## src/rtl/control_sequencer_pkg.sv

```systemverilog
// Shared constants for the microcoded controller: opcode map, T-state
// encodings and bit positions of the packed 16-bit control word.
package cpu_ctrl_pkg;

  localparam logic [3:0] OP_NOP = 4'h0;
  localparam logic [3:0] OP_LDA = 4'h1;
  localparam logic [3:0] OP_ADD = 4'h2;
  localparam logic [3:0] OP_SUB = 4'h3;
  localparam logic [3:0] OP_STA = 4'h4;
  localparam logic [3:0] OP_LDI = 4'h5;
  localparam logic [3:0] OP_JMP = 4'h6;
  localparam logic [3:0] OP_JC  = 4'h7;
  localparam logic [3:0] OP_JZ  = 4'h8;
  localparam logic [3:0] OP_OUT = 4'hE;
  localparam logic [3:0] OP_HLT = 4'hF;

  typedef enum logic [2:0] {
    T0     = 3'd0,
    T1     = 3'd1,
    T2     = 3'd2,
    T3     = 3'd3,
    T4     = 3'd4,
    T_HALT = 3'd5
  } tstate_e;

  localparam int CW_WIDTH = 16;
  typedef logic [CW_WIDTH-1:0] ctrl_word_t;

  localparam int CW_PC_OUT     = 0;
  localparam int CW_PC_INC     = 1;
  localparam int CW_PC_LOAD    = 2;
  localparam int CW_MAR_LOAD   = 3;
  localparam int CW_RAM_OUT    = 4;
  localparam int CW_RAM_WE     = 5;
  localparam int CW_IR_LOAD    = 6;
  localparam int CW_IR_OUT     = 7;
  localparam int CW_A_LOAD     = 8;
  localparam int CW_A_OUT      = 9;
  localparam int CW_B_LOAD     = 10;
  localparam int CW_ALU_OUT    = 11;
  localparam int CW_ALU_SUB    = 12;
  localparam int CW_FLAGS_LOAD = 13;
  localparam int CW_OUT_LOAD   = 14;

endpackage

```

## src/rtl/control_sequencer_if.sv

```systemverilog
// Controller-to-datapath signal bundle: master is the sequencer, slave is
// the register/RAM side that consumes the strobes.
interface control_sequencer_if;
  logic       run;
  logic [3:0] ir_opcode;
  logic       flag_c;
  logic       flag_z;

  logic       pc_out;
  logic       pc_inc;
  logic       pc_load;
  logic       mar_load;
  logic       ram_out;
  logic       ram_we;
  logic       ir_load;
  logic       ir_out;
  logic       a_load;
  logic       a_out;
  logic       b_load;
  logic       alu_out;
  logic       alu_sub;
  logic       flags_load;
  logic       out_load;
  logic       halted;
  logic [2:0] tstate;

  modport master (
    input  run, ir_opcode, flag_c, flag_z,
    output pc_out, pc_inc, pc_load, mar_load, ram_out, ram_we, ir_load,
           ir_out, a_load, a_out, b_load, alu_out, alu_sub, flags_load,
           out_load, halted, tstate
  );

  modport slave (
    output run, ir_opcode, flag_c, flag_z,
    input  pc_out, pc_inc, pc_load, mar_load, ram_out, ram_we, ir_load,
           ir_out, a_load, a_out, b_load, alu_out, alu_sub, flags_load,
           out_load, halted, tstate
  );
endinterface

```

## src/rtl/control_sequencer_tstate_counter.sv

```systemverilog
// T-state register: advances when run=1, wraps to T0 at end of an
// instruction, and parks in T_HALT until reset.
module tstate_counter
  import cpu_ctrl_pkg::*;
(
  input  logic    clk,
  input  logic    reset,
  input  logic    run,
  input  logic    instr_end,
  input  logic    halt_req,
  output tstate_e state
);

  tstate_e state_next;

  // NOTE: sequential state uses non-blocking assignment so every flop
  // samples pre-edge values regardless of process ordering.
  always_ff @(posedge clk or posedge reset) begin
    if (reset) state <= T0;
    else       state <= state_next;
  end

  // NOTE: hold is the default assignment, so no path leaves state_next
  // unassigned and no latch is inferred.
  always_comb begin
    state_next = state;
    if (run && state != T_HALT) begin
      if (halt_req)       state_next = T_HALT;
      else if (instr_end) state_next = T0;
      else begin
        case (state)
          T0:      state_next = T1;
          T1:      state_next = T2;
          T2:      state_next = T3;
          T3:      state_next = T4;
          default: state_next = T0;
        endcase
      end
    end
  end

endmodule

```

## src/rtl/control_sequencer.sv

```systemverilog
// Decodes T-state and opcode into the datapath strobes; strobes are forced
// low while in reset, frozen (run=0) or halted.
module control_sequencer
  import cpu_ctrl_pkg::*;
(
  input  logic                 clk,
  input  logic                 reset,
  control_sequencer_if.master  bus
);

  tstate_e    state;
  logic       instr_end;
  logic       halt_req;
  ctrl_word_t cw;
  ctrl_word_t cw_gated;

  tstate_counter u_tstate (
    .clk       (clk),
    .reset     (reset),
    .run       (bus.run),
    .instr_end (instr_end),
    .halt_req  (halt_req),
    .state     (state)
  );

  always_comb begin
    cw        = '0;
    instr_end = 1'b0;
    halt_req  = 1'b0;
    case (state)
      T0: begin
        cw[CW_PC_OUT]   = 1'b1;
        cw[CW_MAR_LOAD] = 1'b1;
      end
      T1: begin
        cw[CW_RAM_OUT] = 1'b1;
        cw[CW_IR_LOAD] = 1'b1;
        cw[CW_PC_INC]  = 1'b1;
      end
      T2: begin
        case (bus.ir_opcode)
          OP_LDA, OP_ADD, OP_SUB, OP_STA: begin
            cw[CW_IR_OUT]   = 1'b1;
            cw[CW_MAR_LOAD] = 1'b1;
          end
          OP_LDI: begin
            cw[CW_IR_OUT] = 1'b1;
            cw[CW_A_LOAD] = 1'b1;
            instr_end     = 1'b1;
          end
          OP_JMP: begin
            cw[CW_IR_OUT]  = 1'b1;
            cw[CW_PC_LOAD] = 1'b1;
            instr_end      = 1'b1;
          end
          OP_JC: begin
            cw[CW_IR_OUT]  = 1'b1;
            cw[CW_PC_LOAD] = bus.flag_c;
            instr_end      = 1'b1;
          end
          OP_JZ: begin
            cw[CW_IR_OUT]  = 1'b1;
            cw[CW_PC_LOAD] = bus.flag_z;
            instr_end      = 1'b1;
          end
          OP_OUT: begin
            cw[CW_A_OUT]    = 1'b1;
            cw[CW_OUT_LOAD] = 1'b1;
            instr_end       = 1'b1;
          end
          OP_HLT:  halt_req  = 1'b1;
          default: instr_end = 1'b1;
        endcase
      end
      T3: begin
        case (bus.ir_opcode)
          OP_LDA: begin
            cw[CW_RAM_OUT] = 1'b1;
            cw[CW_A_LOAD]  = 1'b1;
            instr_end      = 1'b1;
          end
          OP_ADD, OP_SUB: begin
            cw[CW_RAM_OUT] = 1'b1;
            cw[CW_B_LOAD]  = 1'b1;
          end
          OP_STA: begin
            cw[CW_A_OUT]  = 1'b1;
            cw[CW_RAM_WE] = 1'b1;
            instr_end     = 1'b1;
          end
          default: instr_end = 1'b1;
        endcase
      end
      T4: begin
        if (bus.ir_opcode == OP_ADD || bus.ir_opcode == OP_SUB) begin
          cw[CW_ALU_OUT]    = 1'b1;
          cw[CW_A_LOAD]     = 1'b1;
          cw[CW_FLAGS_LOAD] = 1'b1;
          cw[CW_ALU_SUB]    = (bus.ir_opcode == OP_SUB);
        end
        instr_end = 1'b1;
      end
      default: ;
    endcase
  end

  // Reset gating keeps the T0 fetch strobes quiet while reset is held.
  assign cw_gated = (bus.run && !reset) ? cw : '0;

  assign bus.pc_out     = cw_gated[CW_PC_OUT];
  assign bus.pc_inc     = cw_gated[CW_PC_INC];
  assign bus.pc_load    = cw_gated[CW_PC_LOAD];
  assign bus.mar_load   = cw_gated[CW_MAR_LOAD];
  assign bus.ram_out    = cw_gated[CW_RAM_OUT];
  assign bus.ram_we     = cw_gated[CW_RAM_WE];
  assign bus.ir_load    = cw_gated[CW_IR_LOAD];
  assign bus.ir_out     = cw_gated[CW_IR_OUT];
  assign bus.a_load     = cw_gated[CW_A_LOAD];
  assign bus.a_out      = cw_gated[CW_A_OUT];
  assign bus.b_load     = cw_gated[CW_B_LOAD];
  assign bus.alu_out    = cw_gated[CW_ALU_OUT];
  assign bus.alu_sub    = cw_gated[CW_ALU_SUB];
  assign bus.flags_load = cw_gated[CW_FLAGS_LOAD];
  assign bus.out_load   = cw_gated[CW_OUT_LOAD];
  assign bus.halted     = (state == T_HALT);
  assign bus.tstate     = state;

endmodule

```

## src/flat_wrapper.sv

```systemverilog
// flat-port wrapper written by rule: the top's interface ports become plain ports
module control_sequencer_flat import cpu_ctrl_pkg::*;
  (clk, reset, bus_run, bus_ir_opcode, bus_flag_c, bus_flag_z, bus_pc_out, bus_pc_inc, bus_pc_load, bus_mar_load, bus_ram_out, bus_ram_we, bus_ir_load, bus_ir_out, bus_a_load, bus_a_out, bus_b_load, bus_alu_out, bus_alu_sub, bus_flags_load, bus_out_load, bus_halted, bus_tstate);
  control_sequencer_if bus_i ();
  input  logic clk;
  input  logic reset;
  input wire logic [$bits(bus_i.run)-1:0] bus_run;
  input wire logic [$bits(bus_i.ir_opcode)-1:0] bus_ir_opcode;
  input wire logic [$bits(bus_i.flag_c)-1:0] bus_flag_c;
  input wire logic [$bits(bus_i.flag_z)-1:0] bus_flag_z;
  output wire logic [$bits(bus_i.pc_out)-1:0] bus_pc_out;
  output wire logic [$bits(bus_i.pc_inc)-1:0] bus_pc_inc;
  output wire logic [$bits(bus_i.pc_load)-1:0] bus_pc_load;
  output wire logic [$bits(bus_i.mar_load)-1:0] bus_mar_load;
  output wire logic [$bits(bus_i.ram_out)-1:0] bus_ram_out;
  output wire logic [$bits(bus_i.ram_we)-1:0] bus_ram_we;
  output wire logic [$bits(bus_i.ir_load)-1:0] bus_ir_load;
  output wire logic [$bits(bus_i.ir_out)-1:0] bus_ir_out;
  output wire logic [$bits(bus_i.a_load)-1:0] bus_a_load;
  output wire logic [$bits(bus_i.a_out)-1:0] bus_a_out;
  output wire logic [$bits(bus_i.b_load)-1:0] bus_b_load;
  output wire logic [$bits(bus_i.alu_out)-1:0] bus_alu_out;
  output wire logic [$bits(bus_i.alu_sub)-1:0] bus_alu_sub;
  output wire logic [$bits(bus_i.flags_load)-1:0] bus_flags_load;
  output wire logic [$bits(bus_i.out_load)-1:0] bus_out_load;
  output wire logic [$bits(bus_i.halted)-1:0] bus_halted;
  output wire logic [$bits(bus_i.tstate)-1:0] bus_tstate;
  assign bus_i.run = bus_run;
  assign bus_i.ir_opcode = bus_ir_opcode;
  assign bus_i.flag_c = bus_flag_c;
  assign bus_i.flag_z = bus_flag_z;
  assign bus_pc_out = bus_i.pc_out;
  assign bus_pc_inc = bus_i.pc_inc;
  assign bus_pc_load = bus_i.pc_load;
  assign bus_mar_load = bus_i.mar_load;
  assign bus_ram_out = bus_i.ram_out;
  assign bus_ram_we = bus_i.ram_we;
  assign bus_ir_load = bus_i.ir_load;
  assign bus_ir_out = bus_i.ir_out;
  assign bus_a_load = bus_i.a_load;
  assign bus_a_out = bus_i.a_out;
  assign bus_b_load = bus_i.b_load;
  assign bus_alu_out = bus_i.alu_out;
  assign bus_alu_sub = bus_i.alu_sub;
  assign bus_flags_load = bus_i.flags_load;
  assign bus_out_load = bus_i.out_load;
  assign bus_halted = bus_i.halted;
  assign bus_tstate = bus_i.tstate;
  control_sequencer u_core (.clk(clk), .reset(reset), .bus(bus_i));
endmodule
```

## config.mk

```make
export PLATFORM = sky130hd
export DESIGN_NAME = control_sequencer_flat
export DESIGN_NICKNAME = d
export VERILOG_FILES = /design/src/rtl/control_sequencer_pkg.sv /design/src/rtl/control_sequencer_if.sv /design/src/rtl/control_sequencer_tstate_counter.sv /design/src/rtl/control_sequencer.sv /design/src/flat_wrapper.sv
export SDC_FILE = /design/constraint.sdc
export NUM_CORES = 1
export LEC_CHECK = 0
export CAP_MARGIN = 10
export CORE_UTILIZATION = 37
export CTS_BUF_LIST = sky130_fd_sc_hd__clkbuf_16
export DETAILED_ROUTE_END_ITERATION = 16
export PLACE_DENSITY_LB_ADDON = 0.12
export SYNTH_ARGS = -nofsm -noshare
export SYNTH_HDL_FRONTEND = slang
export SYNTH_HIERARCHICAL = 1
export SYNTH_SLANG_ARGS = --single-unit
export TNS_END_PERCENT = 50
```

## constraint.sdc

```tcl
create_clock -name clk -period 2.07 [get_ports clk]
set_input_delay 0.414 -clock clk [delete_from_list [all_inputs] [get_ports clk]]
set_output_delay 0.414 -clock clk [all_outputs]
set_load 0.01 [all_outputs]
```

==> results.py, run 1 <==
metrics = {
    "status": {
        "status": "finished clean",
    },
    "sta": {
        "worst_hold_slack_ns": 0.1613,
        "clock_skew_ns": 0.002332,
        "max_freq_mhz": 489.6,
        "period_needed_ns": 2.043,
        "setup_violations": 0,
        "finalSetupTns_ns": 0,
        "worst_pin_slew_ns": 0.2223,
        "rsz0062_at_grt": "true",
        "hold_violations": 0,
        "fin_ws_ns": 0.02747,
        "slew_headroom": 0.8510,
        "slew_viol_final": 0,
        "timing.final.crit_share": 0.9867,
    },
    "clock_tree": {
        "path_clk_slew_ns": 0.03,
        "cts_root_buf": "clkbuf_16",
        "cts_buffers": 3,
        "cts_tree": "done",
        "cts.sink_count": 3,
        "htree_num_levels": 1,
        "clkLatencyLatePin_ns": 0.22,
        "clockBufferDepth": 2,
    },
    "layout": {
        "reg.largest.list": "u_core/u_tstate/state (3)",
        "diodes": 0,
        "fin_area_sq_mm": 0.001011,
        "largest_reg_flops": 3,
        "drive_gt1_frac": 0.4202,
        "fin_cells": 133,
        "regMostFlops": "u_core/u_tstate/state",
        "synthToLayoutAreaGrowth_pct": 100.0,
        "final_nets": 129,
    },
    "critical_path": {
        "worstSetupEndpointType": "output pin",
        "crit_fanout": 4,
        "r2r-start": "u_core/u_tstate/state[1]",
        "reg2reg_depth": 7,
        "r2r-end": "u_core/u_tstate/state[2]",
        "arrival_ns": 1.63,
        "cp-start-kind": "input pin",
        "crit_required_ns": 1.66,
        "r2r_slack_ns": 0.26,
        "worstSetupPathType": "input pin to output pin",
    },
    "power_and_ir_drop": {
        "p_seq_frac": 0.115,
        "powerDensity_mw_per_mm2": 1072,
        "p_int_uw": 664.6,
        "power_frac_clock": 0.276,
        "net-switching-power_uw": 419.0,
        "p_sw_frac": 0.3867,
        "comb_power_share": 0.609,
        "p_leak_nw": 0.4842,
        "ir_worst_vdd_mv": 1.030,
    },
    "run": {
        "drv_cap": 0,
    },
    "floorplan": {
        "start_util": 0.4262,
        "design.core.area_sq_mm": 0.001186,
        "ios": 28,
        "dieHeight_microns": 38.96,
        "row_count": 12,
        "die_area_sq_mm": 0.001518,
        "die_w_microns": 38.96,
    },
    "synthesis": {
        "synth_cell_types": 31,
        "async_flop_share": 1.000,
        "synth_top_area_frac": 0.1485,
        "syn-instance-count": 74,
        "syn-num-nets": 83,
        "synth.most_common_cell": "nor2_1",
        "ys_seq_elements": 3,
        "ys_seq_area_frac": 0.1485,
        "synth_flop_cell": "dfrtp_1",
        "synth_area_sq_um": 505.5,
        "netlist_top_cells_area": "dfrtp_1, buf_4, a21oi_1",
        "synthTopCellsByCount": "nor2_1, a21oi_1, inv_1, buf_4",
        "yosysWarnings": 6,
        "syn_avg_cell_area_sq_um": 6.831,
        "synth_edf_count": 0,
        "synth_largest_area_cell": "dfrtp_1",
    },
    "route": {
        "ant_nets": 0,
        "drc": 0,
        "drtIter0Drc": 42,
        "vias_per_cell": 6.271,
        "firstDrtPassIters": 4,
        "wl_mm": 2.205,
        "routedWlPerCell_microns": 16.58,
        "via_count": 834,
    },
    "grt": {
        "track_usage": 0.3349,
        "grt_max_degree": 10,
        "grt_pass1_vias": 791,
        "grt_overflow": 0,
        "grt_pass1_wl_mm": 3.394,
        "antenna_found_initial": 0,
    },
    "placed_design": {
        "hpwl_mm": 1.351,
        "dp_cells": 128,
        "port_buffers": 27,
        "placed_area_sq_um": 890.9,
        "gp_congestion": 0.8243,
        "dp_slack_ns": -0.7082,
    },
    "worst_hold_path": {
        "hp-class": "input pin to async pin",
    },
}
cells by family (layout without fill, tap and decap cells):
kind of cell | count (synthesis) | in the layout | synth area share
and+or+nand+nor | 37 | 37 | 0.4233
AOI/OAI and AO/OA | 19 | 19 | 0.2451
buffers and inverters | 13 | 58 | 0.1485
DFF | 3 | 3 | 0.1485
xor gates and xnor gates | 2 | 2 | 0.03466
critical path: stages:
cell and delay [ns]:
clkdlybuf4s15_1 0.24, o21ai_1 0.11, or3b_4 0.40, a2111oi_4 0.28, buf_2 0.18
power by group through the flow:
stage	Sequential, mW	Clock [mW]	Combinational, mW
6_report	0.125	0.299	0.660
5_1_grt	0.131	0.310	0.694
3_5_place_dp	0.120	0	0.592
4_1_cts	0.123	0.301	0.613
3_3_place_gp	0.119	0	0.577
2_1_floorplan	0.161	0	0.252
cell type report:
class	instances	area, sq um
multi-input cells	58	419.2
repair buffers	48	397.9
fillers	68	175.2
flip-flops and latches	3	75.07
clock buffers	3	75.07
inverters	6	22.52
well taps	14	17.52
clock inverters	1	3.754
worst max path at each step:
stage / end / startpoint / cells past startpoint
after floorplan: bus_flags_load / u_core/u_tstate/state[0] / 5
after global placement: bus_mar_load / bus_ir_opcode[0] / 5
after detailed placement: bus_mar_load / bus_ir_opcode[0] / 5
after CTS: bus_mar_load / bus_ir_opcode[0] / 5
after global routing: bus_mar_load / bus_ir_opcode[2] / 5
final: bus_mar_load / bus_ir_opcode[2] / 5
stage by stage:
step	util	total power, mW
2_1_floorplan	-	0.4129
3_3_place_gp	0.7511	0.6956
3_5_place_dp	0.7511	0.7123
4_1_cts	0.8407	1.037
5_1_grt	0.8523	1.135
6_report	0.8523	1.084
cells in the final DEF, fill, tap and decap left out, drive strengths merged:
cell / instances
a2111oi: 1
a21oi: 6
a22o: 1
a311o: 1
a31oi: 1
and3: 4
and3b: 1
buf: 26
clkbuf: 6
clkdlybuf4s15: 5
clkdlybuf4s50: 6
dfrtp: 3
dlygate4sd2: 6
dlymetal6s2s: 2
inv: 7
nand2: 3
nand2b: 1
nand3: 3
nand3b: 2
nand4: 3
nor2: 7
nor2b: 2
nor3: 4
nor3b: 3
nor4: 2
o2111ai: 1
o21ai: 6
o22ai: 1
o2bb2ai: 1
or3b: 2
xnor2: 1
xor2: 1
metal layers:
layer | vias to the layer above | GRT usage | wire, microns | part of all wire
met5 | - | 0 | 0 | 0
met4 | 0 | 0.1466 | 73 | 0.033
met1 | 394 | 0.3483 | 833 | 0.38
met3 | 16 | 0.07514 | 168 | 0.076
li1 | 360 | - | - | -
met2 | 64 | 0.6250 | 1129 | 0.51
timing repair:
item	4_1_cts	5_1_grt
endpoints found under the setup margin	18	11
setup buffers	1	0
gates resized for setup	55	14
hold buffers	0	0
cloned	0	0
pin swaps	2	3
Power figures use the tool's default switching activity.
==> run 2: changes to the inputs <==
- ABC_AREA: default -> 1
- CAP_MARGIN: 10 -> default
==> results.py, run 2 <==
metrics = {
    "power_and_ir_drop": {
        "p_leak_nw": 0.5649,
        "p_sw_frac": 0.4042,
        "p_seq_frac": 0.177,
        "power_frac_clock": 0.327,
        "comb_power_share": 0.496,
        "net-switching-power_uw": 368.8,
        "p_total_uw": 912.5,
        "powerDensity_mw_per_mm2": 957.1,
        "p_int_uw": 543.6,
        "ir_worst_vdd_mv": 0.7485,
    },
    "critical_path": {
        "worstSetupPathType": "input pin to output pin",
        "cp-endpoint": "bus_b_load",
        "cp_top_family": "buffers and inverters",
        "crit_fanout": 5,
        "cp_slowest_cell": "clkdlybuf4s50_1",
        "r2r_slack_ns": 0.65,
        "cp_cell_sequence": "clkdlybuf4s50_1, inv_1, nand2_2, buf_4, nor3_4, nand2_1, nor2_1, buf_2",
        "reg2reg_depth": 9,
        "arrival_ns": 1.59,
        "crit_required_ns": 1.66,
        "r2r-end": "u_core/u_tstate/state[1]",
        "cp.depth": 8,
        "cp-start-kind": "input pin",
        "worstSetupEndpointType": "output pin",
        "r2r-start": "u_core/u_tstate/state[2]",
        "critPathBufInv": 4,
        "cp-startpoint": "reset",
        "critPathMaxStageDelay_ns": 0.42,
    },
    "sta": {
        "rsz0062_at_grt": "false",
        "setup_violations": 0,
        "hold_violations": 0,
        "max_freq_mhz": 498.0,
        "clock_skew_ns": 0.001437,
        "slew_headroom": 0.7605,
        "period_needed_ns": 2.008,
        "worst_hold_slack_ns": 0.3919,
        "worst_pin_slew_ns": 0.3593,
        "timing.final.crit_share": 0.9701,
        "fin_ws_ns": 0.06180,
        "slew_viol_final": 0,
    },
    "synthesis": {
        "async_flop_share": 1.000,
        "ys_seq_area_frac": 0.1456,
        "syn-instance-count": 102,
        "netlist_top_cells_area": "nand2_1, dfrtp_1, inv_1",
        "synth_edf_count": 0,
        "yosysWarnings": 6,
        "synth_flop_cell": "dfrtp_1",
        "syn-num-nets": 111,
        "synth_cell_types": 16,
        "synth.most_common_cell": "nand2_1",
        "synth_area_sq_um": 515.5,
        "ys_seq_elements": 3,
        "synthTopCellsByCount": "nand2_1, inv_1, nor2_1, a21oi_1",
        "syn_avg_cell_area_sq_um": 5.054,
        "synth_largest_area_cell": "nand2_1",
        "synth_top_area_frac": 0.2403,
    },
    "route": {
        "wl_mm": 1.627,
        "vias_per_cell": 4.816,
        "firstDrtPassIters": 5,
        "via_count": 761,
        "routedWlPerCell_microns": 10.30,
        "drtIter0Drc": 40,
        "drc": 0,
        "ant_nets": 0,
    },
    "layout": {
        "reg.largest.list": "u_core/u_tstate/state (3)",
        "regMostFlops": "u_core/u_tstate/state",
        "layout_commonest_cell": "nand2_1",
        "post-route-util": 0.7327,
        "largest_reg_flops": 3,
        "drive_gt1_frac": 0.2727,
        "diodes": 0,
        "final_cell_mix": "nand2_1, inv_1, buf_4, nor2_1, dlygate4sd2_1",
        "synthToLayoutAreaGrowth_pct": 84.95,
        "final_nets": 153,
        "fillerInstances": 122,
    },
    "worst_hold_path": {
        "hp-class": "input pin to async pin",
    },
    "grt": {
        "track_usage": 0.2301,
        "grt_max_degree": 11,
        "antenna_found_initial": 0,
        "grt_pass1_wl_mm": 2.490,
        "grt_overflow": 0,
        "grt_pass1_vias": 619,
    },
    "clock_tree": {
        "cts_tree": "done",
        "cts_buffers": 3,
        "cts_root_buf": "clkbuf_16",
        "path_clk_slew_ns": 0.03,
        "clkLatencyLatePin_ns": 0.22,
        "htree_num_levels": 1,
        "clockBufferDepth": 2,
        "ctsHoldBuffers": 0,
        "cts.sink_count": 3,
    },
    "floorplan": {
        "die_w_microns": 39.33,
        "dieHeight_microns": 39.33,
        "start_util": 0.3962,
        "design.core.area_sq_mm": 0.001301,
        "die_area_sq_mm": 0.001546,
        "ios": 28,
        "row_count": 13,
    },
    "placed_design": {
        "port_buffers": 27,
        "hpwl_mm": 1.197,
        "dp_slack_ns": -0.3792,
        "gp_congestion": 0.8492,
    },
    "run": {
        "drv_cap": 0,
    },
    "status": {
        "status": "finished clean",
    },
}
## run 2: cell types whose count changed in the layout (fill, tap and decap cells not counted), moves of 6 or more
cell | before | now
nand2_1 | 2 | 32
inv_1 | 7 | 18
nor2_1 | 5 | 13
buf_4 | 19 | 13
dlygate4sd2_1 | 6 | 12
## run 2: power groups by stage
stage,logic (mW),clock network (mW),registers (mW)
detailed placement,0.445,0,0.145
global placement,0.437,0,0.143
global route,0.502,0.307,0.166
finish,0.453,0.298,0.161
floorplan,0.230,0,0.154
CTS,0.455,0.300,0.159
## run 2: kinds of logic (layout without fill, tap and decap cells)
kind of cell    Yosys count  in the layout  share of synthesized area
simple gates             68             68                     0.5874
buf+inv                  23             64                     0.1893
compound gates            8              8                    0.07765
flops                     3              3                     0.1456
## run 2: final cells by class
cell class,instances,area [sq um],share of cell area
clock buffer,3,75.07,0.07874
clock inverter,1,3.754,0.003937
inverter,20,75.07,0.07874
multi-input combinational,76,370.4,0.3885
sequential,3,77.57,0.08136
tap,15,18.77,0.01969
timing repair buffer,40,332.8,0.3491
## run 2: metrics by stage
step           TNS (ns)  std cells  area, sq um
6_report              0        158        953.4
5_1_grt               0        158        953.4
4_1_cts         -0.1244        158        962.2
3_5_place_dp     -4.704        154        879.6
3_3_place_gp     -4.170        154        879.6
2_1_floorplan         0        102        515.5
## run 2: worst min-delay path by stage
stage	startpoint	endpoint	slack [ns]
4_1_cts	reset	u_core/u_tstate/state[0]	0.40
2_1_floorplan	reset	u_core/u_tstate/state[0]	0.17
3_5_place_dp	reset	u_core/u_tstate/state[2]	0.62
5_1_grt	reset	u_core/u_tstate/state[0]	0.42
3_3_place_gp	reset	u_core/u_tstate/state[2]	0.61
6_report	reset	u_core/u_tstate/state[0]	0.39
## run 2: what timing repair did
item,4_1_cts,5_1_grt
resized for setup,36,6
pin swaps,2,1
gates cloned,0,0
buffers inserted,0,0
endpoints found under the setup margin,15,8
## run 2: worst register-to-register path, stage by stage (launching register included)
cell     delay (ns)
dfrtp_2        0.50
nand2_2        0.15
nor2_2         0.06
a21oi_1        0.14
nand2_1        0.07
nor2_1         0.16
nand2_1        0.07
nor2_1         0.11
nand2_1        0.06
nand2_1        0.05
## run 2: routing by layer
layer,vias to the layer above,GRT usage,part of all wire
li1,393,-,-
met1,325,0.3162,0.44
met2,41,0.3583,0.48
met3,2,0.01705,0.081
met4,0,0.1121,0.0043
met5,-,0,0
==> run 3: changes to the inputs <==
- CORE_UTILIZATION: 37 -> 35
==> results.py, run 3 (synthesized netlist as in run 2, its figures left out) <==
metrics = {
    "status": {
        "status": "finished clean",
    },
    "clock_tree": {
        "cts_tree": "done",
        "ctsHoldBuffers": 0,
        "clkLatencyLatePin_ns": 0.23,
        "cts_root_buf": "clkbuf_16",
        "clockBufferDepth": 2,
        "cts.sink_count": 3,
        "htree_num_levels": 1,
        "path_clk_slew_ns": 0.03,
        "cts_buffers": 3,
        "cts_setup_buffers": 0,
    },
    "layout": {
        "fillerInstances": 126,
        "fin_area_sq_um": 948.4,
        "regMostFlops": "u_core/u_tstate/state",
        "largest_reg_flops": 3,
        "final_cell_mix": "nand2_1, inv_1, buf_4",
        "reg.largest.list": "u_core/u_tstate/state (3)",
        "final_nets": 156,
        "synthToLayoutAreaGrowth_pct": 83.98,
        "layout_commonest_cell": "nand2_1",
        "drive_gt1_frac": 0.2945,
        "fin_cells": 161,
        "diodes": 0,
    },
    "floorplan": {
        "row_count": 13,
        "die_area_sq_mm": 0.001630,
        "design.core.area_sq_mm": 0.001334,
        "die_w_microns": 40.38,
        "ios": 28,
        "start_util": 0.3865,
        "dieHeight_microns": 40.38,
    },
    "worst_hold_path": {
        "hp-class": "input pin to async pin",
    },
    "placed_design": {
        "gp_congestion": 0.7868,
        "port_buffers": 27,
        "hpwl_mm": 1.357,
        "dp_cells": 157,
        "placed_area_sq_um": 914.6,
    },
    "route": {
        "via_count": 778,
        "ant_nets": 0,
        "vias_per_cell": 4.832,
        "drtIter0Drc": 20,
        "routedWlPerCell_microns": 10.90,
        "firstDrtPassIters": 4,
        "wl_mm": 1.755,
        "drc": 0,
    },
    "power_and_ir_drop": {
        "ir_worst_vdd_mv": 0.7551,
        "powerDensity_mw_per_mm2": 964.3,
        "p_int_uw": 540.7,
        "p_seq_frac": 0.153,
        "comb_power_share": 0.508,
        "p_sw_frac": 0.4088,
        "p_leak_nw": 0.5514,
        "power_frac_clock": 0.339,
        "net-switching-power_uw": 373.9,
    },
    "critical_path": {
        "worstSetupEndpointType": "output pin",
        "worstSetupPathType": "input pin to output pin",
        "crit_required_ns": 1.66,
        "cp_top_family": "buffers and inverters",
        "critPathBufInv": 4,
        "cp_slowest_cell": "clkdlybuf4s50_1",
        "crit_fanout": 5,
        "arrival_ns": 1.64,
        "cp-start-kind": "input pin",
        "cp_cell_sequence": "clkdlybuf4s50_1, nand2_2, buf_4, buf_12, nor2_1, dlygate4sd2_1",
        "reg2reg_depth": 8,
        "critPathMaxStageDelay_ns": 0.49,
        "cp.depth": 6,
    },
    "sta": {
        "setup_violations": 0,
        "max_freq_mhz": 486.1,
        "worst_pin_slew_ns": 0.3544,
        "clock_skew_ns": 0.003798,
        "period_needed_ns": 2.057,
        "timing.final.crit_share": 0.9939,
        "rsz0062_at_grt": "true",
        "slew_headroom": 0.7637,
        "hold_violations": 0,
        "slew_viol_final": 0,
    },
    "run": {
        "drv_cap": 0,
    },
    "grt": {
        "track_usage": 0.2625,
        "antenna_found_initial": 0,
        "grt_overflow": 0,
        "grt_pass1_vias": 652,
        "grt_max_degree": 10,
        "grt_pass1_wl_mm": 2.746,
    },
}
run 3: path summary, 6_finish.rpt:
| path | start | to | slack [ns] |
|---|---|---|---|
| max in group asynchronous | reset | u_core/u_tstate/state[0] | 1.53 |
| worst min register to register | u_core/u_tstate/state[0] | u_core/u_tstate/state[0] | 0.83 |
| worst min-delay path | reset | u_core/u_tstate/state[1] | 0.40 |
| min in group clk | u_core/u_tstate/state[0] | u_core/u_tstate/state[0] | 0.83 |
| worst max register to register | u_core/u_tstate/state[2] | u_core/u_tstate/state[2] | 0.57 |
| worst max-delay path | bus_run | bus_alu_out | 0.01 |
run 3: power groups by stage:
stage | clock network (mW) | registers (mW) | logic, mW
5_1_grt | 0.319 | 0.146 | 0.512
3_5_place_dp | 0 | 0.137 | 0.469
6_report | 0.310 | 0.140 | 0.464
3_3_place_gp | 0 | 0.137 | 0.457
4_1_cts | 0.311 | 0.138 | 0.460
2_1_floorplan | 0 | 0.154 | 0.230
run 3: routing by layer:
layer / up-vias / global-route usage / wire, microns
li1: 403 / - / -
met2: 28 / 0.4524 / 910
met3: 3 / 0.05000 / 86
met1: 344 / 0.2961 / 730
met5: - / 0 / 0
met4: 0 / 0.1500 / 27
run 3: metrics by stage:
| step | total power [mW] | hold slack, ns | setup TNS [ns] | util | setup slack [ns] |
|---|---|---|---|---|---|
| final | 0.9145 | 0.4002 | 0 | 0.7111 | 0.01265 |
| after global routing | 0.9761 | 0.4290 | -0.1868 | 0.7111 | -0.05893 |
| after CTS | 0.9098 | 0.4069 | -0.01314 | 0.7355 | -0.007694 |
| after detailed placement | 0.6060 | 0.6375 | -5.105 | 0.6857 | -0.3690 |
| after global placement | 0.5932 | 0.6262 | -4.741 | 0.6857 | -0.3651 |
| after floorplan | 0.3835 | 0.1676 | 0 | - | 0.3043 |
run 3: area by class of cell:
class,instances,area [sq um],share of cell area
sequential,3,75.07,0.07916
timing repair buffer,43,341.6,0.3602
inverter,20,75.07,0.07916
clock buffer,3,75.07,0.07916
clock inverter,1,3.754,0.003958
multi-input combinational,76,359.1,0.3786
tap,15,18.77,0.01979
run 3: what timing repair did:
action	CTS	global route
endpoints found under the setup margin	15	14
pin swaps	0	1
hold endpoints to repair	0	0
gates resized for setup	29	18
run 3: worst register-to-register path, stage by stage (launching register included):
cell     delay, ns
dfrtp_1       0.49
nor3_2        0.30
nand4_1       0.12
nand2_1       0.09
nor2_1        0.06
nand2_1       0.09
nand2_1       0.06
nand2_1       0.08
nand2_1       0.08
